**src/rtl/buffer_candidates_ctrl.sv**
```systemverilog
// Sequencer for the 9-row x DEPTH-stage candidate shift buffer in the FME
// datapath. It pulls reference columns from the fetch unit, drives the
// buffer's shared shift enable, flags a complete candidate window to the
// interpolation/SAD stage and then steps the window by the configured stride.
module buffer_candidates_ctrl #(
    parameter int DEPTH    = 10,
    parameter int CNT_W    = 4,
    parameter int WIN_W    = 8,
    parameter int STRIDE_W = 4
) (
    input  logic                clock,
    input  logic                reset,
    input  logic                start,
    input  logic                abort,
    input  logic [WIN_W-1:0]    cfg_windows,
    input  logic [STRIDE_W-1:0] cfg_stride,
    input  logic                src_valid,
    output logic                src_ready,
    output logic                buf_enable,
    output logic                cand_valid,
    input  logic                dst_ready,
    output logic [WIN_W-1:0]    window_idx,
    output logic                busy,
    output logic                done
);

    typedef enum logic [1:0] {
        IDLE  = 2'd0,
        FILL  = 2'd1,
        VALID = 2'd2
    } ctrlState_t;

    localparam logic [CNT_W-1:0] LP_DEPTH   = CNT_W'(DEPTH);
    localparam logic [CNT_W-1:0] LP_CNT_ONE = CNT_W'(1);
    localparam logic [WIN_W-1:0] LP_WIN_ONE = WIN_W'(1);

    ctrlState_t       r_state;
    ctrlState_t       w_nextState;
    logic [CNT_W-1:0] r_cnt;
    logic [CNT_W-1:0] r_need;
    logic [CNT_W-1:0] r_stride;
    logic [WIN_W-1:0] r_windows;
    logic [WIN_W-1:0] r_windowIdx;
    logic             r_done;

    logic             w_shift;
    logic             w_lastColumn;
    logic             w_consume;
    logic             w_lastWindow;
    logic [WIN_W-1:0] w_cfgWindows;
    logic [CNT_W-1:0] w_cfgStride;
    logic [31:0]      w_strideExt;

    // A column shifts only while filling; the buffer is frozen in every other state.
    assign w_shift      = (r_state == FILL) && src_valid;
    assign w_lastColumn = (r_cnt == (r_need - LP_CNT_ONE));
    assign w_consume    = (r_state == VALID) && dst_ready;
    assign w_lastWindow = (r_windowIdx == (r_windows - LP_WIN_ONE));

    // Zero windows or zero stride would never finish, so both floor at one;
    // a stride wider than the buffer just means a full refill.
    assign w_strideExt  = 32'(cfg_stride);
    assign w_cfgWindows = (cfg_windows == '0) ? LP_WIN_ONE : cfg_windows;
    assign w_cfgStride  = (cfg_stride == '0)         ? LP_CNT_ONE :
                          (w_strideExt > 32'(DEPTH)) ? LP_DEPTH   :
                                                       CNT_W'(cfg_stride);

    assign window_idx = r_windowIdx;
    assign done       = r_done;

    // State register; abort is folded into the next-state logic.
    always_ff @(posedge clock) begin
        if (reset) begin
            r_state <= IDLE;
        end else begin
            r_state <= w_nextState;
        end
    end

    // Next-state logic: abort beats any start or consume in the same cycle.
    always_comb begin
        w_nextState = r_state;
        case (r_state)
            IDLE: begin
                if (start && !abort) begin
                    w_nextState = FILL;
                end
            end
            FILL: begin
                if (abort) begin
                    w_nextState = IDLE;
                end else if (w_shift && w_lastColumn) begin
                    w_nextState = VALID;
                end
            end
            VALID: begin
                if (abort) begin
                    w_nextState = IDLE;
                end else if (w_consume) begin
                    w_nextState = w_lastWindow ? IDLE : FILL;
                end
            end
            default: begin
                w_nextState = IDLE;
            end
        endcase
    end

    // Handshake outputs decoded straight from the current state.
    always_comb begin
        src_ready  = 1'b0;
        buf_enable = 1'b0;
        cand_valid = 1'b0;
        busy       = 1'b0;
        case (r_state)
            FILL: begin
                src_ready  = 1'b1;
                buf_enable = src_valid;
                busy       = 1'b1;
            end
            VALID: begin
                cand_valid = 1'b1;
                busy       = 1'b1;
            end
            default: begin
                src_ready  = 1'b0;
            end
        endcase
    end

    // Column counter, window index, held block config and the done pulse.
    always_ff @(posedge clock) begin
        if (reset) begin
            r_cnt       <= '0;
            r_need      <= LP_DEPTH;
            r_stride    <= LP_CNT_ONE;
            r_windows   <= LP_WIN_ONE;
            r_windowIdx <= '0;
            r_done      <= 1'b0;
        end else begin
            r_done <= 1'b0;
            if (abort) begin
                r_cnt       <= '0;
                r_need      <= LP_DEPTH;
                r_windowIdx <= '0;
            end else begin
                case (r_state)
                    IDLE: begin
                        if (start) begin
                            r_windows   <= w_cfgWindows;
                            r_stride    <= w_cfgStride;
                            r_need      <= LP_DEPTH;
                            r_cnt       <= '0;
                            r_windowIdx <= '0;
                        end
                    end
                    FILL: begin
                        if (w_shift) begin
                            r_cnt <= r_cnt + LP_CNT_ONE;
                        end
                    end
                    VALID: begin
                        if (w_consume) begin
                            if (w_lastWindow) begin
                                r_done      <= 1'b1;
                                r_windowIdx <= '0;
                            end else begin
                                r_windowIdx <= r_windowIdx + LP_WIN_ONE;
                                r_need      <= r_stride;
                                r_cnt       <= '0;
                            end
                        end
                    end
                    default: begin
                        r_cnt <= '0;
                    end
                endcase
            end
        end
    end

endmodule

```
**config.mk**
```make
export PLATFORM = sky130hd
export DESIGN_NAME = buffer_candidates_ctrl
export DESIGN_NICKNAME = d
export VERILOG_FILES = /design/src/rtl/buffer_candidates_ctrl.sv
export SDC_FILE = /design/constraint.sdc
export NUM_CORES = 1
export LEC_CHECK = 0
export BUFFER_PORTS_ARGS = -buffer_cell sky130_fd_sc_hd__clkbuf_2
export CAP_MARGIN = 20
export CELL_PAD_IN_SITES_DETAIL_PLACEMENT = 2
export CELL_PAD_IN_SITES_GLOBAL_PLACEMENT = 2
export CORE_MARGIN = 10
export CORE_UTILIZATION = 34
export CTS_BUF_LIST = sky130_fd_sc_hd__clkbuf_8
export CTS_CLUSTER_SIZE = 25
export DETAILED_ROUTE_END_ITERATION = 6
export PLACE_DENSITY = 0.92
export SYNTH_ARGS = -nofsm -noshare
export SYNTH_HDL_FRONTEND = slang
export SYNTH_SLANG_ARGS = --single-unit
export TNS_END_PERCENT = 1
```
**constraint.sdc**
```tcl
create_clock -name clock -period 2.4 [get_ports clock]
set_input_delay 0.48 -clock clock [delete_from_list [all_inputs] [get_ports clock]]
set_output_delay 0.48 -clock clock [all_outputs]
set_load 0.05 [all_outputs]
```
==> results.py <==
metrics = {
    "run_status": {
        "run_status": "finished, final reports clean",
    },
    "global_routing": {
        "antenna_violations_before_repair": 0,
        "grt_first_pass_wirelength_um": 10670,
        "grt_start_max_net_pins": 17,
        "grt.total_usage_pct": 15.01,
        "grt-ovfl-total": 0,
        "via_count_of_the_first_global_routing_pass": 2092,
    },
    "timing": {
        "worst_slack_ps": 123.6,
        "final.setup.tns_ps": 0,
        "min_period_over_period_pct": 94.85,
        "setup_violations": 0,
        "worst_slew_margin_rel_pct": 59.91,
        "worst_pin_slew_ps": 599.1,
        "fmax_mhz": 439.3,
        "finalMaxSlewViolations": 0,
        "timing.final.crit_period_ps": 2276,
        "final_hold_viol_count": 0,
        "fin_worst_hold_slack_ps": 428.2,
        "rsz_0062_raised_after_global_routing": "false",
        "finalClockSkew_ps": 7.477,
    },
    "power": {
        "power_density_nw_per_um2": 637.0,
        "irDropWorstVdd_mv": 0.2812,
        "power.leakage_nw": 0.9104,
    },
    "clock_network": {
        "worst_skew_pair.late_latency_ps": 290,
        "clock-sinks": 31,
        "clk_pin_slew_ps": 70,
        "hold_buffers": 0,
        "cts_tree": "built",
        "clock_tree.buffer_depth": 2,
        "ctsHtreeMaxLevel": 2,
        "cts-root-buf": "clkbuf_8",
        "cts_inserted_buffers": 5,
    },
    "placed_design": {
        "globalplace.congestion": 0.7364,
        "numPortBuffers": 30,
        "dp.cells": 327,
        "dp_worst_setup_slack_ps": 84.02,
        "dp.final_hpwl_um": 4776,
    },
    "logic_synthesis": {
        "post_synth.cell_area_avg_um2": 7.978,
        "yosysSeqAreaShare_pct": 33.24,
        "nets_in_the_synthesized_netlist": 260,
        "post_synthesis_cell_area_um2": 1867,
        "synth.top_cell.area_share_pct": 33.24,
        "synth.ff_latch_count": 31,
        "post_synth_main_area_contributors": "dfxtp_1 33%, nand2_1 8.0%, ha_1 5.4%, xor2_1 5.2%, nor2_1 4.4%",
        "synth_flop_cell": "dfxtp_1",
        "synth_cells": 234,
        "post-synth-top-area-cell": "dfxtp_1",
        "post_synth_num_cell_types": 49,
        "synth-edff-count": 0,
        "asyncSetResetFlopFracSynth_pct": 0,
        "synth_warnings": 0,
    },
    "finish": {
        "layout.cells.most_common": "nand2_1",
        "fillerInstances": 622,
        "count_of_antenna_diodes_in_the_layout": 0,
        "layout_common_cells": "40 x nand2_1, 30 x dfxtp_1, 30 x clkbuf_2, 22 x nor2_1, 15 x a21oi_1",
        "layout.cells.non_filler": 335,
        "areaGrowthSynthToFinish_pct": 16.62,
        "final_util_pct": 41.83,
        "drive_gt1_share_pct": 20.38,
        "layout.nets": 291,
    },
    "drt": {
        "num_vias": 1819,
        "drt_first_pass_iters": 4,
        "post_route_drc": 0,
        "antenna_nets_post_route": 0,
        "initialDrtViolationCount": 53,
        "route.detailed.wl_per_inst_um": 18.07,
        "viasPerCell": 5.430,
        "routed_wirelength_um": 6053,
    },
    "die": {
        "fp.dieH_um": 94.10,
        "initial_core_util_pct": 35.87,
        "floorplan.die.width_um": 94.10,
        "pin_count": 31,
        "total_core_area_um2": 5205,
        "core.rowCount": 26,
        "die_area_um2": 8855,
    },
    "critical_path": {
        "crit_fanout": 5,
        "cpMaxStageDelayCell": "dfxtp_1",
        "timing.critical_path.required_ps": 2580,
        "critical_path_class": "reg2reg",
        "crit_chain": "inv_1 > ha_1 > nand2b_1 > a211oi_2 > nor3_1 > nor4_4 > buf_4 > o211ai_4 > and3_4 > a32o_1",
        "critical_path_arrival_ps": 2460,
        "cp_slowest_stage_delay_ps": 390,
        "critPathBufInv": 2,
        "crit_start": "r_windows[1]$_SDFFE_PP0P_",
        "timing.critical_path.to_type": "register",
        "crit-reg2reg-launch": "r_windows[1]$_SDFFE_PP0P_",
        "r2r.worst_path.cells": 10,
        "critPathLaunchType": "register",
        "crit_cells": 10,
        "timing.critical_path.max_delay_family": "simple AND/OR/NAND/NOR gates",
    },
    "hold_path": {
        "worstHoldPathType": "in2reg",
        "holdCritStartpoint": "cfg_windows[7]",
        "min_delay_path_depth": 3,
    },
    "run": {
        "max_cap_viol_count": 0,
    },
}
==> area by class of cell <==
cell class	count	area (um2)	share of cell area, %
Multi-Input combinational cell	183	1166	53.56
Sequential cell	31	621.8	28.56
Timing Repair Buffer	33	172.7	7.931
Tap cell	70	87.58	4.023
Clock buffer	6	82.58	3.793
Inverter	11	41.29	1.897
Clock inverter	1	5.005	0.2299
==> cells in the mapped netlist (all sizes together), types with 3 or more instances <==
cell	n
nand2	41
dfxtp	31
nor2	22
a21oi	15
nand3	13
inv	11
nor3	11
xor2	11
ha	8
o21ai	8
clkbuf	7
xnor2	7
a211oi	4
a32o	4
mux2i	4
a211o	3
nand2b	3
==> state kept, by name, summed over array words and instances, names as in the netlist <==
signal / cells
done: 1
r_cnt: 4
r_need: 4
r_state: 2
r_stride: 4
r_windows: 8
window_idx: 8
==> report_power, final <==
part	total, mW	internal, mW	switching (mW)
registers	0.561	0.536	0.0243
clock network	0.434	0.225	0.209
logic	0.392	0.132	0.260
==> tightest hold or removal path, stage by stage <==
cell      delay, ps
clkbuf_2         90
nand2_1          50
a21oi_1          50
==> worst paths after layout <==
kind                               end  slack [ps]
max reg2reg      r_cnt[0]$_SDFFE_PP0P_         120
max              r_cnt[0]$_SDFFE_PP0P_         120
min          r_windows[7]$_SDFFE_PP0P_         430
min reg2reg   r_stride[3]$_SDFFE_PP0P_         460
==> per-stage QoR <==
step,total power [mW],cell area (um2)
2_1_floorplan,0.8454,1867
3_3_place_gp,0.9212,2069
3_5_place_dp,0.9439,2069
4_1_cts,1.382,2157
5_1_grt,1.465,2177
6_report,1.387,2177
==> layer usage <==
layer | part of all wire (%) | global-route usage (%) | up-vias
met5 | 0 | 0 | -
met4 | 2.8 | 5.823 | 0
met3 | 2.6 | 3.997 | 18
met2 | 49 | 26.15 | 40
met1 | 45 | 16.93 | 894
li1 | - | - | 867
==> kinds of logic after synthesis <==
family	share of synthesized area, %
buf+inv	4.893
flops	33.24
xor+xnor	8.445
simple gates	29.49
fa+ha+maj	5.362
mux	2.145
compound gates	16.42
==> repair_timing <==
| item | in CTS | in global routing |
|---|---|---|
| resized for setup | 0 | 3 |
| setup buffers | 0 | 1 |
| endpoints found under the setup margin | 0 | 11 |
| endpoints found under the hold margin | 0 | 0 |
Note: power is estimated with default switching activity, not from simulation.
